## src/rtl/pipe_skid_reg.sv

```systemverilog
// ============================================================================
// Module      : pipe_skid_reg
// Description : Two-entry (main + skid) pipeline register for the EX/MEM
//               boundary with registered in_ready and a saturating stall count.
// Revision    : 1.0 - initial release
// ============================================================================
`default_nettype none

module pipe_skid_reg #(
  parameter int DATA_W = 32,
  parameter int REG_W  = 5,
  parameter int CTRL_W = 3,
  parameter int CNT_W  = 16
) (
  input  logic              clk,
  input  logic              reset,
  input  logic              flush,
  input  logic              in_valid,
  output logic              in_ready,
  input  logic [DATA_W-1:0] in_aluout,
  input  logic [DATA_W-1:0] in_writedata,
  input  logic [REG_W-1:0]  in_writereg,
  input  logic [CTRL_W-1:0] in_ctrl,
  output logic              out_valid,
  input  logic              out_ready,
  output logic [DATA_W-1:0] out_aluout,
  output logic [DATA_W-1:0] out_writedata,
  output logic [REG_W-1:0]  out_writereg,
  output logic [CTRL_W-1:0] out_ctrl,
  output logic [CNT_W-1:0]  stall_cnt
);

  localparam int             c_ENT_W   = 2*DATA_W + REG_W + CTRL_W;
  localparam logic [CNT_W-1:0] c_CNT_MAX = '1;

  logic [c_ENT_W-1:0] r_main;
  logic [c_ENT_W-1:0] r_skid;
  logic               r_main_valid;
  logic               r_skid_valid;
  logic               r_in_ready;
  logic [CNT_W-1:0]   r_stall_cnt;

  logic [c_ENT_W-1:0] w_in_ent;
  logic               w_accept;
  logic               w_handoff;
  logic               w_main_valid_nxt;
  logic               w_skid_valid_nxt;
  logic               w_main_ld_in;
  logic               w_main_ld_skid;
  logic               w_skid_ld;

  assign w_in_ent  = {in_aluout, in_writedata, in_writereg, in_ctrl};
  assign w_accept  = in_valid & in_ready;
  assign w_handoff = r_main_valid & out_ready;

  always_comb begin
    w_main_valid_nxt = r_main_valid;
    w_skid_valid_nxt = r_skid_valid;
    w_main_ld_in     = 1'b0;
    w_main_ld_skid   = 1'b0;
    w_skid_ld        = 1'b0;
    if (w_handoff) begin
      if (r_skid_valid) begin
        // Skid drains into main; anything accepted now queues behind it.
        w_main_ld_skid   = 1'b1;
        w_skid_ld        = w_accept;
        w_skid_valid_nxt = w_accept;
      end else begin
        w_main_ld_in     = w_accept;
        w_main_valid_nxt = w_accept;
      end
    end else if (!r_main_valid) begin
      w_main_ld_in     = w_accept;
      w_main_valid_nxt = w_accept;
    end else if (w_accept) begin
      w_skid_ld        = 1'b1;
      w_skid_valid_nxt = 1'b1;
    end
  end

  always_ff @(posedge clk) begin
    if (reset) begin
      r_main       <= '0;
      r_skid       <= '0;
      r_main_valid <= 1'b0;
      r_skid_valid <= 1'b0;
      r_in_ready   <= 1'b1;
      r_stall_cnt  <= '0;
    end else if (flush) begin
      r_main_valid <= 1'b0;
      r_skid_valid <= 1'b0;
      r_in_ready   <= 1'b1;
    end else begin
      r_main_valid <= w_main_valid_nxt;
      r_skid_valid <= w_skid_valid_nxt;
      r_in_ready   <= ~w_skid_valid_nxt;
      if (w_main_ld_skid) begin
        r_main <= r_skid;
      end else if (w_main_ld_in) begin
        r_main <= w_in_ent;
      end
      if (w_skid_ld) begin
        r_skid <= w_in_ent;
      end
      if (r_main_valid && !out_ready && (r_stall_cnt != c_CNT_MAX)) begin
        r_stall_cnt <= r_stall_cnt + 1'b1;
      end
    end
  end

  // Reset masks the registered ready so nothing is taken while reset is high.
  assign in_ready      = r_in_ready & ~reset;
  assign out_valid     = r_main_valid;
  assign out_aluout    = r_main[c_ENT_W-1 -: DATA_W];
  assign out_writedata = r_main[REG_W+CTRL_W +: DATA_W];
  assign out_writereg  = r_main[CTRL_W +: REG_W];
  assign out_ctrl      = r_main_valid ? r_main[CTRL_W-1:0] : '0;
  assign stall_cnt     = r_stall_cnt;

endmodule

`default_nettype wire
```

## config.mk

```make
export PLATFORM = sky130hd
export DESIGN_NAME = pipe_skid_reg
export DESIGN_NICKNAME = d
export VERILOG_FILES = /design/src/rtl/pipe_skid_reg.sv
export SDC_FILE = /design/constraint.sdc
export NUM_CORES = 1
export LEC_CHECK = 0
export ABC_AREA = 1
export BUFFER_PORTS_ARGS = -buffer_cell sky130_fd_sc_hd__buf_2
export CAP_MARGIN = 20
export CORE_MARGIN = 4
export CORE_UTILIZATION = 59
export CTS_CLUSTER_DIAMETER = 120
export DETAILED_ROUTE_END_ITERATION = 10
export HOLD_SLACK_MARGIN = 0.15
export PLACE_DENSITY = 0.95
export SKIP_CTS_REPAIR_TIMING = 1
export SYNTH_ARGS = -nofsm -noshare
export SYNTH_HDL_FRONTEND = slang
export SYNTH_SLANG_ARGS = --single-unit
```

## constraint.sdc

```tcl
create_clock -name clk -period 2.65 [get_ports clk]
set_input_delay 0.1325 -clock clk [delete_from_list [all_inputs] [get_ports clk]]
set_output_delay 0.1325 -clock clk [all_outputs]
set_load 0.01 [all_outputs]
```

==> results of run 1 <==
-- metal layers --
metal,vias to the layer above,wire (um)
li1,3705,-
met1,3449,8240
met2,470,10400
met3,87,1800
met4,0,722
met5,-,0
-- cell type report --
| cell class | instances | area (sq um) | share of cell area (%) |
|---|---|---|---|
| clock buffers | 21 | 460 | 4.97 |
| flip-flops and latches | 163 | 3260 | 35.2 |
| inverters | 73 | 274 | 2.96 |
| well taps | 172 | 215 | 2.32 |
| repair buffers | 251 | 1650 | 17.8 |
| multi-input cells | 713 | 3210 | 34.6 |
| clock inverters | 11 | 198 | 2.13 |
-- worst register-to-register path, cell delays in order, from the launching register on --
cell	delay (ps)
dfxtp_1	370
inv_1	190
nor2_4	70
inv_1	110
nand2_1	100
nand2_4	80
buf_4	690
o21ai_0	320
a21oi_1	220
-- through the flow --
stage                     instances  setup WS [ps]  power (mW)
after floorplan                1093           1120        2.78
after global placement         1299            613        2.88
after detailed placement       1299            542        2.88
after CTS                      1331            486        5.59
after global routing           1404            211        5.83
final                          1404            419        5.68
-- synthesized netlist by cell type --
| cell type | n | area [sq um] |
|---|---|---|
| nor2_4 | 2 | 22.5 |
| nand2_2 | 1 | 6.26 |
| nor2_1 | 110 | 413 |
| a31oi_1 | 1 | 6.26 |
| xor2_1 | 1 | 8.76 |
| a21oi_4 | 2 | 32.5 |
| clkinv_1 | 1 | 3.75 |
| a21oi_1 | 114 | 571 |
| inv_1 | 71 | 267 |
| buf_2 | 26 | 130 |
| inv_2 | 1 | 3.75 |
| ha_1 | 1 | 12.5 |
| nand4_1 | 3 | 18.8 |
| dfxtp_1 | 163 | 3260 |
| o21ai_0 | 114 | 571 |
| nor2_2 | 1 | 6.26 |
| nand3_1 | 121 | 606 |
| clkbuf_1 | 32 | 120 |
| nand2_1 | 239 | 897 |
| buf_6 | 17 | 191 |
| buf_4 | 69 | 518 |
| nor3_1 | 1 | 5.00 |
| nand2_4 | 2 | 22.5 |
-- path summary, 6_finish.rpt --
kind,to,slack (ps),from,cells after the start
setup / recovery,r_skid[66],420,out_valid,8
hold / removal,stall_cnt[8],130,out_ready,6
hold reg to reg,r_skid[33],440,r_skid[33],2
setup reg to reg,r_skid[66],420,out_valid,8
-- flip-flops by register name (all words and copies together), names as in the netlist --
name / flops
r_main: 72
r_in_ready: 1
stall_cnt: 16
out_valid: 1
r_skid: 72
r_skid_valid: 1
-- logic make-up after synthesis --
family,Yosys count
AO/OA/AOI/OAI,231
XOR/XNOR,1
adder cells (fa/ha/maj),1
buffers and inverters,217
flip-flops,163
AND/OR/NAND/NOR,480
-- power by group through the flow --
stage	clock network, mW	registers [mW]	logic [mW]
after floorplan	0	2.54	0.244
after global placement	0	2.54	0.334
after detailed placement	0	2.54	0.339
after CTS	2.76	2.49	0.343
after global routing	2.86	2.49	0.482
final	2.75	2.49	0.441
==> flow_metrics.env, run 1 <==
export IMPL_ant_nets=0
export IMPL_dpl_instance_area_sq_mm=0.00788
export IMPL_nets=1297
export IMPL_routed_wl_um=21200
export IMPL_worst_slew_pin_slew_ps=1080
export IMPL_worstPathArrival_ps=2560
export IMPL_final_hold_viol_count=0
export IMPL_slew_headroom_pct=28.1
export IMPL_die_h_um=122
export IMPL_period_minus_slack_ps=2230
export IMPL_dr_pass1_iters=6
export IMPL_path_max_fanout=111
export IMPL_h_tree_depth=4
export IMPL_finalInstanceArea_sq_mm=0.00927
export IMPL_ir_worst_vdd_uv=372
export IMPL_mostFrequentLayoutCells="238 x nand2_1, 166 x buf_2, 163 x dfxtp_1"
export IMPL_grt_util_met3_pct=5.66
export IMPL_avgSynthCellArea_sq_um=7.04
export IMPL_die_x_um=122
export IMPL_hpwlAfterDp_um=11300
export IMPL_fillers=910
export IMPL_antenna_found_initial=0
export IMPL_required_ps=2980
export IMPL_syn_area_sq_mm=0.00769
export IMPL_cpMostUsedCell="inv_1"
export IMPL_maxCapViolCount=0
export IMPL_die_area_sq_mm=0.0149
export IMPL_p_int_mw=4.40
export IMPL_core_sq_mm=0.0127
export IMPL_cts_root_buffer="clkbuf_16"
export IMPL_vias=7711
export IMPL_grt_busiest_layer="met2"
export IMPL_skew_ps=9.63
export IMPL_numPortBuffers=166
export IMPL_clkPwrFrac_pct=48.4
export IMPL_hold_path_class="in2reg"
export IMPL_run_status="completed"
export IMPL_cp_slowest_stage_delay_ps=690
export IMPL_track_usage_pct=24.5
export IMPL_worstSkewPairLatency_ps=420
export IMPL_synth_xor_area_share_pct=0.114
export IMPL_synth_simple_area_share_pct=26.0
export IMPL_fmax_ghz=0.448
export IMPL_critPathKind="reg2reg"
export IMPL_seqPwrFrac_pct=43.8
export IMPL_syn_nets=1171
export IMPL_gr_usage_met1_pct=31.6
export IMPL_ys_types=23
export IMPL_gr_usage_met2_pct=39.3
export IMPL_drtIter0Drc=971
export IMPL_cp_cell_sequence="inv_1 > nor2_4 > inv_1 > nand2_1 > nand2_4 > buf_4 > o21ai_0 > a21oi_1"
export IMPL_synth_compound_area_share_pct=15.3
export IMPL_start_util_pct=60.7
export IMPL_fin_util_pct=73.2
export IMPL_grt_pass1_vias=6227
export IMPL_grt_max_degree=113
export IMPL_synth_cells=1093
export IMPL_cpLargestDelayFamily="buffers and inverters"
export IMPL_muxShareOfSynthArea_pct=0
export IMPL_cts_buffers=17
export IMPL_setup_viol=0
export IMPL_max_clock_path_buffers=2
export IMPL_power_switching_mw=1.28
export IMPL_io_pins=167
export IMPL_cp_end_kind="register"
export IMPL_num_antenna_cells=0
export IMPL_viasPerCell=5.49
export IMPL_synth_top_family_by_area="simple AND/OR/NAND/NOR gates"
export IMPL_p_comb_share_pct=7.8
export IMPL_final_common_cell="nand2_1"
export IMPL_synth_seq_cells=163
export IMPL_num_rows=41
export IMPL_grt_overflow_total=0
export IMPL_ys_seq_area_share_pct=42.4
export IMPL_period_share_pct=84.2
export IMPL_avgRoutedWirePerCell_um=15.1
export IMPL_finalWeightedCongestion=0.834
export IMPL_grt_pass1_wl_um=29600
export IMPL_layout_drive_gt1_share_pct=17.8
export IMPL_cp_slowest_cell="buf_4"
export IMPL_rsz0062_at_grt="false"
export IMPL_post_route_drc_count=0
export IMPL_powerDensity_mw_per_mm2=612
export IMPL_synth_adder_area_share_pct=0.163
export IMPL_startpoint_type="register"
export IMPL_clk_pin_slew_worst_paths_ps=70
export IMPL_cts_sinks=163
export IMPL_syn_to_final_growth_pct=20.5
export IMPL_drv_slew=0
export IMPL_tns_ps=0
export IMPL_yosys_warnings=0
export IMPL_tritoncts="built"
export IMPL_swShare_pct=22.6
export IMPL_path_buf_inv=3
export IMPL_whs_ps=132
export IMPL_p_leak_nw=4.06
(Power assumes the default switching activity.)
==> run 2, diff against run 1 <==
--- a/config.mk
+++ b/config.mk
@@ -5,15 +5,15 @@
 export SDC_FILE = /design/constraint.sdc
 export NUM_CORES = 1
 export LEC_CHECK = 0
-export ABC_AREA = 1
+export ABC_AREA = 0
 export BUFFER_PORTS_ARGS = -buffer_cell sky130_fd_sc_hd__buf_2
 export CAP_MARGIN = 20
 export CORE_MARGIN = 4
-export CORE_UTILIZATION = 59
+export CORE_UTILIZATION = 54
 export CTS_CLUSTER_DIAMETER = 120
 export DETAILED_ROUTE_END_ITERATION = 10
 export HOLD_SLACK_MARGIN = 0.15
-export PLACE_DENSITY = 0.95
+export PLACE_DENSITY = 0.89
 export SKIP_CTS_REPAIR_TIMING = 1
 export SYNTH_ARGS = -nofsm -noshare
 export SYNTH_HDL_FRONTEND = slang
==> constraint.sdc (replaced) <==
create_clock -name clk -period 2.25 [get_ports clk]
set_input_delay 0.1125 -clock clk [delete_from_list [all_inputs] [get_ports clk]]
set_output_delay 0.1125 -clock clk [all_outputs]
set_load 0.01 [all_outputs]
==> run 2 against run 1 <==
Compared with the run above: non-clock buffer count rose by 2; combinational power increased by 25%; utilization shrank 3.5 points; final cell count is 18% lower; setup slack got worse by 160 ps; critical path type is now in2reg.
==> flow_metrics.env, run 2 <==
export IMPL_track_usage_pct=21.0
export IMPL_synth_top_area_share_pct=46.0
export IMPL_cp_cell_sequence="dlygate4sd3_1 > buf_2 > nor3b_1 > nand3_1 > nor4_1 > mux2_2"
export IMPL_synth_commonest_cells="163 x dfxtp_1, 151 x nand2_1, 79 x a21oi_1, 79 x nor2_1, 75 x a211oi_1"
export IMPL_syn_nets=903
export IMPL_max_clock_path_buffers=2
export IMPL_pre_cts_slack_ps=414
export IMPL_die_h_um=123
export IMPL_skew_ps=8.95
export IMPL_startpoint_type="input pin"
export IMPL_swShare_pct=23.4
export IMPL_antenna_found_initial=0
export IMPL_finalWeightedCongestion=0.955
export IMPL_post_route_drc_count=0
export IMPL_io_pins=167
export IMPL_slew_headroom_pct=39.9
export IMPL_die_area_sq_mm=0.0150
export IMPL_core_sq_mm=0.0127
export IMPL_ant_nets=0
export IMPL_worstSkewPairLatency_ps=420
export IMPL_maxCapViolCount=0
export IMPL_fin_ws_ps=264
export IMPL_finalInstanceArea_sq_mm=0.00886
export IMPL_mostFrequentLayoutCells="165 x buf_2, 163 x dfxtp_1, 151 x nand2_1"
export IMPL_synth_seq_cells=163
export IMPL_grt_overflow_total=0
export IMPL_cp_slowest_stage_delay_ps=540
export IMPL_tns_ps=0
export IMPL_num_rows=41
export IMPL_layout_drive_gt1_share_pct=22.1
export IMPL_ir_worst_vdd_uv=787
export IMPL_syn_to_final_growth_pct=24.9
export IMPL_yosys_warnings=0
export IMPL_grt_max_degree=88
export IMPL_avgSynthCellArea_sq_um=8.61
export IMPL_dr_pass1_iters=5
export IMPL_worstHoldEndpoint="r_skid_valid"
export IMPL_synth_top_cell_by_area="dfxtp_1"
export IMPL_routed_wl_um=18000
export IMPL_cts_sinks=163
export IMPL_fmax_ghz=0.503
export IMPL_timing_rr_start="out_valid"
export IMPL_run_status="completed"
export IMPL_tritoncts="built"
export IMPL_period_share_pct=88.3
export IMPL_nets=1045
export IMPL_async_flop_share_pct=0
export IMPL_worstPathArrival_ps=2290
export IMPL_synthTopCellsByArea="dfxtp_1 46%, mux2i_1 10%, nand2_1 8.0%"
export IMPL_grt_pass1_wl_um=25300
export IMPL_drv_slew=0
export IMPL_dpl_instance_area_sq_mm=0.00759
export IMPL_hpwlAfterDp_um=10200
export IMPL_cp_end_kind="register"
export IMPL_cp_slowest_cell="dlygate4sd3_1"
export IMPL_rsz0062_at_grt="false"
export IMPL_ys_types=42
export IMPL_h_tree_depth=4
export IMPL_rrSetupSlack_ps=330
export IMPL_clk_pin_slew_worst_paths_ps=60
export IMPL_p_leak_nw=3.92
export IMPL_hold_path_class="in2reg"
export IMPL_synth_edf_count=0
export IMPL_synth_most_common_cell="dfxtp_1"
export IMPL_path_max_fanout=12
export IMPL_avgRoutedWirePerCell_um=15.6
export IMPL_fillers=936
export IMPL_required_ps=2560
export IMPL_synth_ff_type="dfxtp_1"
export IMPL_period_minus_slack_ps=1990
export IMPL_power_switching_mw=1.45
export IMPL_p_comb_share_pct=8.8
export IMPL_critPathKind="in2reg"
export IMPL_cts_buffers=17
export IMPL_p_int_mw=4.77
export IMPL_cts_root_buffer="clkbuf_16"
export IMPL_viasPerCell=5.42
export IMPL_reg2reg_to="stall_cnt[14]"
export IMPL_worst_slew_pin_slew_ps=901
export IMPL_synth_cells=825
export IMPL_final_hold_viol_count=0
export IMPL_seqPwrFrac_pct=48.2
export IMPL_powerDensity_mw_per_mm2=702
export IMPL_ys_seq_area_share_pct=46.0
export IMPL_die_x_um=123
export IMPL_worstRegToRegCells=4
export IMPL_vias=6246
export IMPL_hold_path_startpoint="out_ready"
export IMPL_start_util_pct=55.8
export IMPL_setup_viol=0
export IMPL_final_common_cell="buf_2"
export IMPL_clkPwrFrac_pct=42.9
export IMPL_syn_area_sq_mm=0.00710
export IMPL_grt_pass1_vias=5392
export IMPL_numPortBuffers=166
export IMPL_drtIter0Drc=456
export IMPL_worstHoldPathCells=3
## run 2: changes by cell type after synthesis, moves of 35 or more
cell / previous run / this run
mux2i_1: 0 / 73
nand2_1: 239 / 151
a21oi_1: 114 / 79
a211oi_1: 0 / 75
inv_1: 71 / 3
nand3_1: 121 / 7
o21ai_0: 114 / 2
## run 2: cells by family after synthesis
| kind of cell | Yosys count | share of synthesized area [%] |
|---|---|---|
| DFF | 163 | 46.0 |
| adders and majority gates | 1 | 0.176 |
| and+or+nand+nor | 282 | 16.8 |
| buffers and inverters | 133 | 11.0 |
| AOI/OAI and AO/OA | 170 | 15.3 |
| muxes | 76 | 10.8 |
## run 2: power by group through the flow
| stage | registers, mW | clock network [mW] | logic [mW] |
|---|---|---|---|
| 6_report | 3.00 | 2.67 | 0.550 |
| 5_1_grt | 3.01 | 2.85 | 0.602 |
| 4_1_cts | 3.00 | 2.70 | 0.437 |
| 3_5_place_dp | 3.06 | 0 | 0.436 |
| 3_3_place_gp | 3.06 | 0 | 0.424 |
| 2_1_floorplan | 3.05 | 0 | 0.326 |
## run 2: final cells by class
cell class	instances	area [sq um]	area share [%]
Clock buffer	22	454	5.12
Multi-Input combinational cell	529	3090	34.8
Antenna cell	1	2.50	0.0282
Inverter	3	11.3	0.127
Sequential cell	163	3260	36.8
Tap cell	172	215	2.43
Timing Repair Buffer	253	1740	19.7
Clock inverter	10	85.1	0.960
## run 2: worst max path at each step
| stage | start | endpoint | slack (ps) | cells after the start |
|---|---|---|---|---|
| floorplan | out_valid | stall_cnt[11] | 340 | 4 |
| global placement | out_valid | stall_cnt[14] | 450 | 4 |
| detailed placement | out_valid | stall_cnt[14] | 410 | 4 |
| CTS | out_valid | stall_cnt[14] | 330 | 4 |
| global route | flush | stall_cnt[14] | 140 | 6 |
| finish | flush | stall_cnt[14] | 260 | 6 |
## run 2: layer usage
layer / vias up / wire length [um] / track usage, % / share of wire, %
met2: 210 / 9420 / 34.3 / 52
met3: 40 / 944 / 6.41 / 5.2
met4: 0 / 461 / 8.47 / 2.6
met1: 2921 / 7200 / 25.8 / 40
met5: - / 0 / 0 / 0
li1: 3075 / - / - / -
## run 2: critical path: cells and delay by family
| family | cells | cell delay, ps |
|---|---|---|
| buffers and inverters | 2 | 730 |
| AND/OR/NAND/NOR | 3 | 1080 |
| multiplexers | 1 | 370 |
## run 2: per-stage QoR
step | utilization [%] | hold slack, ps | total power [mW] | cells
after floorplan | - | 248 | 3.38 | 825
after global placement | 59.7 | 363 | 3.48 | 1047
after detailed placement | 59.7 | 371 | 3.50 | 1047
after CTS | 63.9 | -75.8 | 6.14 | 1079
after global routing | 69.6 | 162 | 6.46 | 1152
final | 69.7 | 176 | 6.22 | 1153
==> run 3, diff against run 2 <==
--- a/config.mk
+++ b/config.mk
@@ -6,14 +6,14 @@
 export NUM_CORES = 1
 export LEC_CHECK = 0
 export ABC_AREA = 0
-export BUFFER_PORTS_ARGS = -buffer_cell sky130_fd_sc_hd__buf_2
 export CAP_MARGIN = 20
 export CORE_MARGIN = 4
-export CORE_UTILIZATION = 54
-export CTS_CLUSTER_DIAMETER = 120
+export CORE_UTILIZATION = 63
 export DETAILED_ROUTE_END_ITERATION = 10
+export DONT_BUFFER_PORTS = 1
+export GPL_TIMING_DRIVEN = 0
 export HOLD_SLACK_MARGIN = 0.15
-export PLACE_DENSITY = 0.89
+export PLACE_DENSITY = 0.88
 export SKIP_CTS_REPAIR_TIMING = 1
 export SYNTH_ARGS = -nofsm -noshare
 export SYNTH_HDL_FRONTEND = slang
==> run 3 against run 2 <==
Compared with the run above: the flow now finishes with violations (setup timing); sequential share of layout area up 0.40 points; worst hold slack better by 3.5 ps; clock power up 23%; non-clock buffer count down 44; critical path depth unchanged; clock skew up 1.1 ps; power up 10%; utilization up 11 points; register-to-register slack worse by 340 ps; first-iteration DRC count up 21%; wire length up 17%; critical path type is now reg2reg.
==> flow_metrics.env, run 3 (same netlist as run 2, synthesis figures left out) <==
export IMPL_path_max_fanout=10
export IMPL_layout_drive_gt1_share_pct=14.0
export IMPL_skew_ps=10.0
export IMPL_topRoutingLayerUsed="met4"
export IMPL_io_pins=167
export IMPL_cts_sinks=163
export IMPL_cp_slowest_stage_delay_ps=580
export IMPL_worst_slew_pin_slew_ps=780
export IMPL_final_common_cell="dfxtp_1"
export IMPL_fmax_ghz=0.443
export IMPL_cp_cell_sequence="clkbuf_4 > or4b_2 > buf_2 > clkbuf_1 > nand2_1 > a21oi_1"
export IMPL_drtIter0Drc=550
export IMPL_die_x_um=114
export IMPL_hpwlAfterDp_um=13000
export IMPL_met1_length_um=7850
export IMPL_h_tree_depth=4
export IMPL_fillers=665
export IMPL_ant_nets=0
export IMPL_max_clock_path_buffers=2
export IMPL_setup_viol=1
export IMPL_vias=6527
export IMPL_grt_pass1_wl_um=28600
export IMPL_critPathKind="reg2reg"
export IMPL_wl_met2_um=10500
export IMPL_violations="setup timing"
export IMPL_met3_length_um=1770
export IMPL_finalWeightedCongestion=0.844
export IMPL_final_hold_viol_count=0
export IMPL_hold_path_class="in2reg"
export IMPL_start_util_pct=64.9
export IMPL_post_route_drc_count=0
export IMPL_powerDensity_mw_per_mm2=782
export IMPL_cts_root_buffer="clkbuf_16"
export IMPL_worstSkewPairLatency_ps=430
export IMPL_avgRoutedWirePerCell_um=19.5
export IMPL_track_usage_pct=27.8
export IMPL_cts_buffers=17
export IMPL_syn_to_final_growth_pct=23.5
export IMPL_power_total_mw=6.85
export IMPL_p_leak_nw=3.65
export IMPL_core_sq_mm=0.0109
export IMPL_numPortBuffers=0
export IMPL_fin_util_pct=80.2
export IMPL_maxCapViolCount=0
export IMPL_worstPathArrival_ps=2540
export IMPL_cp_end_kind="register"
export IMPL_dr_pass1_iters=6
export IMPL_ir_worst_vdd_uv=593
export IMPL_period_minus_slack_ps=2260
export IMPL_cp_slowest_cell="or4b_2"
export IMPL_rrSetupSlack_ps=-6
export IMPL_die_h_um=114
export IMPL_clk_pin_slew_worst_paths_ps=60
export IMPL_nets=1001
export IMPL_required_ps=2530
export IMPL_startpoint_type="register"
export IMPL_whs_ps=179
export IMPL_drv_slew=0
export IMPL_die_area_sq_mm=0.0130
export IMPL_grt_pass1_vias=5804
export IMPL_grt_overflow_total=0
export IMPL_routed_wl_um=21000
export IMPL_period_share_pct=100
export IMPL_num_rows=38
export IMPL_tritoncts="built"
export IMPL_slew_headroom_pct=48.0
export IMPL_mostFrequentLayoutCells="163 x dfxtp_1, 151 x nand2_1, 79 x nor2_1, 79 x a21oi_1, 77 x dlygate4sd3_1"
export IMPL_antenna_found_initial=2
export IMPL_grt_max_degree=17
export IMPL_viasPerCell=6.06
export IMPL_fin_ws_ps=-5.93
export IMPL_run_status="complete, but fails checks"
## run 3: cell types whose count changed in the layout (fill, tap and decap cells not counted), moves of 3 or more
| cell | change |
|---|---|
| buf_2 | -156 |
| dlygate4sd3_1 | +4 |
| clkbuf_1 | +35 |
| clkinvlp_4 | -3 |
| clkinv_2 | -4 |
| bufinv_16 | +5 |
| clkbuf_2 | +13 |
| buf_12 | -6 |
| buf_4 | +62 |
## run 3: layout make-up
class                           count  area [sq um]  area share, %
Buffer                            130           786           8.96
Timing Repair Buffer               79           786           8.96
Tap cell                          140           175           2.00
Antenna cell                        2          5.00         0.0571
Multi-Input combinational cell    529          3080           35.1
Inverter                            3          11.3          0.128
Clock buffer                       22           464           5.29
Sequential cell                   163          3260           37.2
Clock inverter                      9           201           2.30
## run 3: routing by layer
| metal | track usage, % | up-vias |
|---|---|---|
| li1 | - | 2985 |
| met1 | 32.4 | 3083 |
| met2 | 46.9 | 374 |
| met3 | 8.19 | 85 |
| met4 | 13.1 | 0 |
| met5 | 0 | - |
## run 3: critical path: cells and delay by family (launching register included)
family | cells | cell delay (ps)
compound gates | 1 | 100
buf+inv | 3 | 790
flops | 1 | 470
simple gates | 2 | 740
## run 3: metrics by stage
step                TNS, ps  std cells  area (sq um)  setup WS (ps)
floorplan                 0        825          7100            337
global route          -1810       1077          8770           -140
finish                -5.93       1077          8770          -5.93
detailed placement   -21760        965          7270           -302
global placement     -14980        965          7270           -268
CTS                  -26190        996          7940           -323
## run 3: report_power, final
| group | switching, mW | internal, mW |
|---|---|---|
| logic | 0.295 | 0.263 |
| registers | 0.0438 | 2.96 |
| clock network | 1.16 | 2.13 |
## run 3: final timing paths
path / from / depth (start not counted) / to
setup reg to reg: out_valid / 6 / r_skid[15]
hold reg to reg: r_skid[3] / 2 / r_skid[3]
setup / recovery: out_valid / 6 / r_skid[15]
hold / removal: in_valid / 3 / r_in_ready
